## config.mk

```make
export PLATFORM = sky130hd
export DESIGN_NAME = fpu_div_mant_seq
export DESIGN_NICKNAME = d
export VERILOG_FILES = /design/src/rtl/fpu_div_pkg.sv /design/src/rtl/fpu_div_cla_sub.sv /design/src/rtl/fpu_div_mant_seq.sv
export SDC_FILE = /design/constraint.sdc
export NUM_CORES = 1
export LEC_CHECK = 0
export CORE_AREA = 2 2 101 103
export CTS_BUF_LIST = sky130_fd_sc_hd__clkbuf_4 sky130_fd_sc_hd__clkbuf_8 sky130_fd_sc_hd__clkbuf_16
export DETAILED_ROUTE_END_ITERATION = 6
export DIE_AREA = 0 0 103 105
export PLACE_DENSITY_LB_ADDON = 0.08
export SYNTH_ARGS = -nofsm -noshare
export SYNTH_HDL_FRONTEND = slang
export SYNTH_SLANG_ARGS = --single-unit
```

## constraint.sdc

```tcl
create_clock -name i_clk -period 11 [get_ports i_clk]
set_input_delay 2.2 -clock i_clk [delete_from_list [all_inputs] [get_ports i_clk]]
set_output_delay 2.2 -clock i_clk [all_outputs]
set_load 0.05 [all_outputs]
```

## src/rtl/fpu_div_pkg.sv

```systemverilog
// Shared types and sizing for the FPU mantissa divider.
package fpu_div_pkg;
  typedef enum logic [1:0] {IDLE, CALC, DONE} state_t;

  localparam int DEF_MANT_W = 24;
  localparam int DEF_QW     = DEF_MANT_W + 2;
  localparam int CNT_W      = $clog2(DEF_QW + 1);

  // Iteration counter width for an arbitrary mantissa width (QW = mant_w + 2).
  function automatic int cnt_width(input int mant_w);
    return $clog2(mant_w + 3);
  endfunction
endpackage

```

## src/rtl/fpu_div_cla_sub.sv

```systemverilog
// Combinational a - b as a + ~b + 1 using 4-bit CLA nibbles chained by group P/G.
module fpu_div_cla_sub #(
  parameter int W = 25
) (
  input  logic [W-1:0] a,
  input  logic [W-1:0] b,
  output logic [W-1:0] diff,
  output logic         borrow
);
  localparam int NIB = (W + 3) / 4;
  localparam int PW  = NIB * 4;

  logic [PW-1:0] ap, bn;
  logic [NIB:0]  gc;

  // Zero-padding both operands keeps carry-out == (a >= b) in the top nibble.
  assign ap    = PW'(a);
  assign bn    = ~(PW'(b));
  assign gc[0] = 1'b1;

  for (genvar k = 0; k < NIB; k++) begin : g_nib
    logic [3:0] p, g, c;
    logic       gg, gp;
    assign p    = ap[4*k +: 4] ^ bn[4*k +: 4];
    assign g    = ap[4*k +: 4] & bn[4*k +: 4];
    assign c[0] = gc[k];
    assign c[1] = g[0] | (p[0] & c[0]);
    assign c[2] = g[1] | (p[1] & g[0]) | (p[1] & p[0] & c[0]);
    assign c[3] = g[2] | (p[2] & g[1]) | (p[2] & p[1] & g[0]) | (p[2] & p[1] & p[0] & c[0]);
    assign gp   = &p;
    assign gg   = g[3] | (p[3] & g[2]) | (p[3] & p[2] & g[1]) | (p[3] & p[2] & p[1] & g[0]);
    assign gc[k+1] = gg | (gp & gc[k]);
    for (genvar j = 0; j < 4; j++) begin : g_bit
      if (4*k + j < W) begin : g_out
        assign diff[4*k + j] = p[j] ^ c[j];
      end
    end
  end

  assign borrow = ~gc[NIB];
endmodule

```

## src/rtl/fpu_div_mant_seq.sv

```systemverilog
// Sequential radix-2 restoring mantissa divider: quotient with guard/round, sticky, ovf, div-by-zero.
module fpu_div_mant_seq
  import fpu_div_pkg::*;
#(
  parameter int MANT_W = DEF_MANT_W
) (
  input  logic                i_clk,
  input  logic                i_rst_n,
  input  logic                i_start,
  input  logic [MANT_W-1:0]   i_dividend,
  input  logic [MANT_W-1:0]   i_divisor,
  input  logic                i_ready,
  output logic                o_busy,
  output logic                o_valid,
  output logic [MANT_W+1:0]   o_quot,
  output logic                o_sticky,
  output logic                o_ovf,
  output logic                o_div_zero
);
  localparam int QW  = MANT_W + 2;
  localparam int RW  = MANT_W + 1;
  localparam int CW  = cnt_width(MANT_W);
  localparam logic [CW-1:0] LAST = CW'(QW - 1);

  state_t            state, state_n;
  logic [RW-1:0]     rem, rem_nxt, diff;
  logic [MANT_W-1:0] dvs;
  logic [QW-1:0]     quot;
  logic [CW-1:0]     cnt;
  logic              borrow, sticky, ovf, dz;

  fpu_div_cla_sub #(.W(RW)) u_sub (
    .a      (rem),
    .b      ({1'b0, dvs}),
    .diff   (diff),
    .borrow (borrow)
  );

  assign rem_nxt = borrow ? {rem[RW-2:0], 1'b0} : {diff[RW-2:0], 1'b0};

  always_ff @(posedge i_clk or negedge i_rst_n) begin
    if (!i_rst_n) state <= IDLE;
    else          state <= state_n;
  end

  always_comb begin
    state_n = state;
    case (state)
      IDLE:    if (i_start) state_n = (i_divisor == '0) ? DONE : CALC;
      CALC:    if (cnt == LAST) state_n = DONE;
      DONE:    if (i_ready) state_n = IDLE;
      default: state_n = IDLE;
    endcase
  end

  always_ff @(posedge i_clk or negedge i_rst_n) begin
    if (!i_rst_n) begin
      rem    <= '0;
      dvs    <= '0;
      quot   <= '0;
      cnt    <= '0;
      sticky <= 1'b0;
      ovf    <= 1'b0;
      dz     <= 1'b0;
    end else begin
      case (state)
        IDLE: if (i_start) begin
          if (i_divisor == '0) begin
            quot   <= '1;
            sticky <= 1'b0;
            ovf    <= 1'b0;
            dz     <= 1'b1;
          end else begin
            rem    <= {1'b0, i_dividend};
            dvs    <= i_divisor;
            quot   <= '0;
            cnt    <= '0;
            sticky <= 1'b0;
            ovf    <= ({1'b0, i_dividend} >= {i_divisor, 1'b0});
            dz     <= 1'b0;
          end
        end
        CALC: begin
          rem  <= rem_nxt;
          quot <= {quot[QW-2:0], ~borrow};
          cnt  <= cnt + CW'(1);
          // Sticky taken from the unshifted remainder of the final step.
          if (cnt == LAST) sticky <= borrow ? |rem : |diff;
        end
        DONE: if (i_ready) begin
          ovf <= 1'b0;
          dz  <= 1'b0;
        end
        default: ;
      endcase
    end
  end

  assign o_busy     = (state != IDLE);
  assign o_valid    = (state == DONE);
  assign o_quot     = quot;
  assign o_sticky   = sticky;
  assign o_ovf      = ovf;
  assign o_div_zero = dz;
endmodule

```

==> results of run 1 <==
-- sequential cells by signal, summed over array words and instances, names as in the netlist --
name        count
cnt             5
rem            25
o_div_zero      1
dvs            24
o_sticky        1
o_ovf           1
state           2
o_quot         26
-- worst max-delay path: cells and delay by family --
family | cells | cell delay [ns]
buffers and inverters | 1 | 0.45
and+or+nand+nor | 5 | 2.01
AOI/OAI and AO/OA | 2 | 0.43
-- metal layers --
metal | GRT usage | routed length [microns] | vias up
li1 | - | - | 2386
met4 | 0.0799 | 282 | 0
met5 | 0 | 0 | -
met3 | 0.0749 | 1100 | 26
met1 | 0.421 | 6750 | 2428
met2 | 0.445 | 7030 | 195
-- layout make-up --
type | instances | share of cell area
clock buffers | 11 | 0.0227
well taps | 133 | 0.0249
clock inverters | 5 | 0.00599
inverters | 62 | 0.0348
repair buffers | 88 | 0.129
multi-input cells | 461 | 0.464
flip-flops and latches | 85 | 0.318
-- worst paths after layout --
| check | endpoint | slack (ns) | depth (start not counted) |
|---|---|---|---|
| min reg2reg | o_quot[25]$_DFFE_PN0P_ | 0.53 | 2 |
| max | cnt[3]$_DFFE_PN0P_ | 6.21 | 8 |
| max in group asynchronous | o_quot[25]$_DFFE_PN0P_ | 8.20 | 2 |
| min | o_quot[25]$_DFFE_PN0P_ | 0.53 | 2 |
| max reg2reg | o_sticky$_DFFE_PN0P_ | 6.31 | 18 |
| min in group asynchronous | dvs[14]$_DFFE_PN0P_ | 1.77 | 1 |
-- cell usage in the layout (no fill, tap or decap), drive strengths merged, types with 3 or more instances in the layout --
| master | count |
|---|---|
| a211oi | 4 |
| a21o | 11 |
| a21oi | 28 |
| a31oi | 4 |
| and2 | 3 |
| and4 | 3 |
| buf | 7 |
| clkbuf | 11 |
| clkdlybuf4s50 | 81 |
| dfrtp | 85 |
| fa | 5 |
| ha | 51 |
| inv | 65 |
| mux2i | 4 |
| nand2 | 71 |
| nand3 | 7 |
| nand4 | 9 |
| nor2 | 57 |
| nor2b | 7 |
| nor3 | 7 |
| nor4 | 12 |
| o211ai | 14 |
| o21a | 6 |
| o21ai | 71 |
| o22ai | 31 |
| o311ai | 3 |
| or3 | 6 |
| xnor2 | 5 |
| xor2 | 13 |
-- kinds of logic (layout without fill, tap and decap cells) --
group / Yosys count / after routing / synth area share
AO/OA/AOI/OAI: 191 / 191 / 0.223
XOR/XNOR: 18 / 18 / 0.0283
adder cells (fa/ha/maj): 56 / 56 / 0.133
buffers and inverters: 91 / 166 / 0.0616
flip-flops: 85 / 85 / 0.382
multiplexers: 5 / 5 / 0.00990
AND/OR/NAND/NOR: 191 / 191 / 0.162
-- through the flow --
stage / worst slack [ns] / instances / hold WS (ns)
5_1_grt: 5.92 / 845 / 0.574
2_1_floorplan: 7.06 / 637 / 0.491
3_5_place_dp: 5.85 / 829 / 0.516
4_1_cts: 6.26 / 845 / 0.537
6_report: 6.21 / 845 / 0.529
3_3_place_gp: 5.90 / 829 / 0.504
==> flow_metrics.tcl, run 1 <==
set metrics [dict create \
    status "finished, final reports clean" \
    cts_tree "yes" \
    die_width_microns 103 \
    relSlewSlack 0.189 \
    synth_commonest_cells "85 x dfrtp_1, 71 x nand2_1, 67 x o21ai_0" \
    grt_pass1_wl_microns 24600 \
    synth_edf_count 0 \
    io_buffers 82 \
    synth_warnings 0 \
    crit_arrival_ns 5.11 \
    synthCells 637 \
    crit_type "in2reg" \
    antenna_cells 0 \
    ctsHoldBuffers 0 \
    grt.overflow.total 0 \
    clock_latency_ns 0.38 \
    htree_levels 3 \
    cts_resized 0 \
    final_util 0.693 \
    clkSlewWorstSetupHoldPaths_ns 0.09 \
    drv_slew 0 \
    yosysTopAreaCellShare 0.382 \
    required_ns 11.31 \
    worstPathCellList "clkdlybuf4s50_1 -> nor4_1 -> nand4_1 -> nor2_1 -> nand2_1 -> nand2_1 -> o21ai_0 -> a21oi_1" \
    io_pins 83 \
    worstReg2RegStart "rem[0]$_DFFE_PN0P_" \
    synth_area_leader_cell "dfrtp_1" \
    max_freq_ghz 0.209 \
    ys_seq_area_frac 0.382 \
    async_flop_share 1.00 \
    antenna_found_initial 0 \
    crit_path_frequent_cell "nand2_1" \
    drt-pass1-iter-count 7 \
    antenna_left 0 \
    clock-root-buffer "clkbuf_8" \
    drive_above_1_share 0.0534 \
    critPathCaptureType "flip-flop" \
    ys_ff_latch 85 \
    multi_input_area_sq_um 3100 \
    period_minus_slack_ns 4.79 \
    netlist_top_cells_area "dfrtp_1 38%, ha_1 11%, o21ai_0 6.0%" \
    cpPeakStageDelay_ns 0.90 \
    crit_path_start "i_divisor[17]" \
    design_area_sq_um 6680 \
    place_area_sq_um 6490 \
    slowest_stage "nand2_1" \
    grt_pass1_vias 4754 \
    num_vias 5035 \
    cts_buffers 9 \
    drc 0 \
    hold_viol 0 \
    die-area_sq_um 10800 \
    finalWeightedCongestion 0.950 \
    rows 36 \
    synthDistinctLibCells 65 \
    start_kind "input port" \
    syn_area_sq_um 5560 \
    path_max_fanout 38 \
    syn_area_per_cell_sq_um 8.73 \
    coreArea_sq_um 9640 \
    worst_pin_slew_ns 1.21 \
    clockBufferDepth 2 \
    wirelength_microns 15200 \
    hold_class "reg2reg" \
    min_from "o_quot[25]$_DFFE_PN0P_" \
    finalSetupViolCount 0 \
    rsz0062_at_grt "no" \
    clock_sinks 85 \
    initial_core_util 0.577 \
    ys.flop_type "dfrtp_1" \
    wire_per_inst_microns 18.0 \
    drtIter0Drc 301 \
    final_nets 815 \
    yosysMostFrequentCell "dfrtp_1" \
    viasPerCell 5.96 \
    fin_crit_sh 0.436 \
    area_delta_synth_final_pct 20.1 \
    grt_max_degree 50 \
    fillers 832 \
    drv_cap 0 \
    tns_ns 0 \
    cts_setup_buffers 0 \
    grt_usage 0.295 \
    die_y_microns 105 \
    place_hpwl_microns 11200 \
    ff_latch_area_sq_um 2130 \
    synth_nets 745 \
    clock_skew_ns 0.00789 \
]
Power of run 1 is left out: the tool's default activity adds up to more than one toggle a clock period on the data nets, which glitch-free logic cannot reach.
==> inputs of run 2 (changes only) <==
- CORE_AREA: 2 2 101 103 -> 2 2 109 111
- DIE_AREA: 0 0 103 105 -> 0 0 111 113
- clock period: 11 -> 4.3 ns (I/O delays scaled with it)
==> run 2 against run 1 <==
  * Register-to-register slack worse by 6.1 ns
  * Critical path type is now reg2reg
  * Via count down 1.8%
  * Critical endpoint is now o_sticky$_DFFE_PN0P_
  * Core utilization down 7.3 points
  * Final cell count up 2.0%
  * Worst hold slack worse by 0.0010 ns
  * Global-route usage down 4.0 points
  * Clock skew down 0.0018 ns
  * Critical path depth up 8
  * Non-clock buffer count up 7
==> flow_metrics.tcl, run 2 (synthesis results as in run 1) <==
set metrics [dict create \
    antenna_found_initial 0 \
    wire_per_inst_microns 17.8 \
    holdWs_ns 0.528 \
    drive_above_1_share 0.0807 \
    hold_viol 0 \
    htree_levels 3 \
    relSlewSlack 0.285 \
    crit_arrival_ns 4.28 \
    ctsHoldBuffers 0 \
    final_common_cell "dfrtp_1" \
    fin_ws_ns 0.242 \
    period_minus_slack_ns 4.06 \
    critPathCaptureType "flip-flop" \
    finalWeightedCongestion 0.939 \
    grt_max_degree 67 \
    io_pins 83 \
    grt_pass1_vias 4785 \
    multi_input_area_sq_um 3210 \
    fillers 993 \
    rows 39 \
    drc 0 \
    antenna_cells 0 \
    wirelength_microns 15300 \
    tns_ns 0 \
    die-area_sq_um 12500 \
    required_ns 4.53 \
    grt_usage 0.255 \
    max_freq_ghz 0.246 \
    coreArea_sq_um 11300 \
    path_max_fanout 4 \
    place_hpwl_microns 11200 \
    drt-pass1-iter-count 5 \
    io_buffers 82 \
    clock-root-buffer "clkbuf_16" \
    rsz0062_at_grt "no" \
    crit_type "reg2reg" \
    final_util 0.620 \
    hold_class "reg2reg" \
    die_y_microns 113 \
    final_cell_mix "85 x dfrtp_1, 81 x clkdlybuf4s50_1, 71 x nand2_1" \
    clockBufferDepth 2 \
    num_vias 4946 \
    antenna_left 0 \
    clock_latency_ns 0.35 \
    cts_buffers 9 \
    fin_crit_sh 0.944 \
    cts_tree "yes" \
    start_kind "flip-flop" \
    status "finished, final reports clean" \
    final_nets 822 \
    clkSlewWorstSetupHoldPaths_ns 0.06 \
    area_delta_synth_final_pct 25.7 \
    finalSetupViolCount 0 \
    worst_pin_slew_ns 1.07 \
    drv_cap 0 \
    largest_reg_flops 26 \
    ff_latch_area_sq_um 2130 \
    die_width_microns 111 \
    clock_sinks 85 \
    initial_core_util 0.494 \
    dpl_worst_slack_ns 0.150 \
    drtIter0Drc 386 \
    drv_slew 0 \
    grt.overflow.total 0 \
    grt_pass1_wl_microns 25300 \
    viasPerCell 5.74 \
    clock_skew_ns 0.00612 \
]
==> run 2: path summary, 6_finish.rpt <==
check | start | endpoint | slack (ns) | cells past startpoint
worst max-delay path | rem[11]$_DFFE_PN0P_ | o_sticky$_DFFE_PN0P_ | 0.24 | 16
worst min-delay path | o_quot[25]$_DFFE_PN0P_ | o_quot[25]$_DFFE_PN0P_ | 0.53 | 2
worst max register to register | rem[11]$_DFFE_PN0P_ | o_sticky$_DFFE_PN0P_ | 0.24 | 16
worst min register to register | o_quot[25]$_DFFE_PN0P_ | o_quot[25]$_DFFE_PN0P_ | 0.53 | 2
max in group asynchronous | i_rst_n | o_quot[21]$_DFFE_PN0P_ | 2.88 | 2
min in group asynchronous | i_rst_n | dvs[14]$_DFFE_PN0P_ | 0.60 | 1
==> run 2: final cells by class <==
class,instances,area share
Clock inverter,6,0.0134
Multi-Input combinational cell,461,0.458
Tap cell,143,0.0256
Clock buffer,10,0.0342
Inverter,62,0.0333
Sequential cell,85,0.304
Timing Repair Buffer,95,0.131
==> run 2: timing repair <==
action | 4_1_cts | 5_1_grt
hold endpoints to repair | 0 | 0
resized for setup | 0 | 18
setup endpoints to repair | 0 | 1
buffers inserted | 0 | 2
==> run 2: metrics by stage <==
stage                     std cells  area (sq um)
final                           862          6990
after global routing            862          6990
after CTS                       860          6870
after detailed placement        844          6540
after global placement          844          6540
after floorplan                 637          5560
==> run 2: critical path, cell delays in order, from the launching register on <==
cell and delay (ns):
dfrtp_1 0.43, ha_1 0.38, a21oi_2 0.17, o21ai_2 0.10, a221oi_4 0.29, o31ai_4 0.13
o311ai_4 0.35, a21oi_4 0.12, a21o_1 0.20, a21oi_1 0.15, ha_1 0.14, and4_1 0.19
nand4_1 0.11, or3_1 0.34, or4b_4 0.53, nor4_4 0.21, a31oi_1 0.11
==> run 2: routing by layer <==
metal,vias to the layer above,routed length (microns),global-route usage
li1,2411,-,-
met1,2394,7500,0.379
met2,120,6790,0.377
met3,21,704,0.0407
met4,0,317,0.0925
met5,-,0,0
Power of run 2 is left out for the same reason.
==> inputs of run 3 (changes only) <==
- HOLD_SLACK_MARGIN: default -> 0.03
==> results of run 3 <==
Same layout as run 2: the final DEF is identical, and so are final timing and power.
Power of run 3 is left out for the same reason.
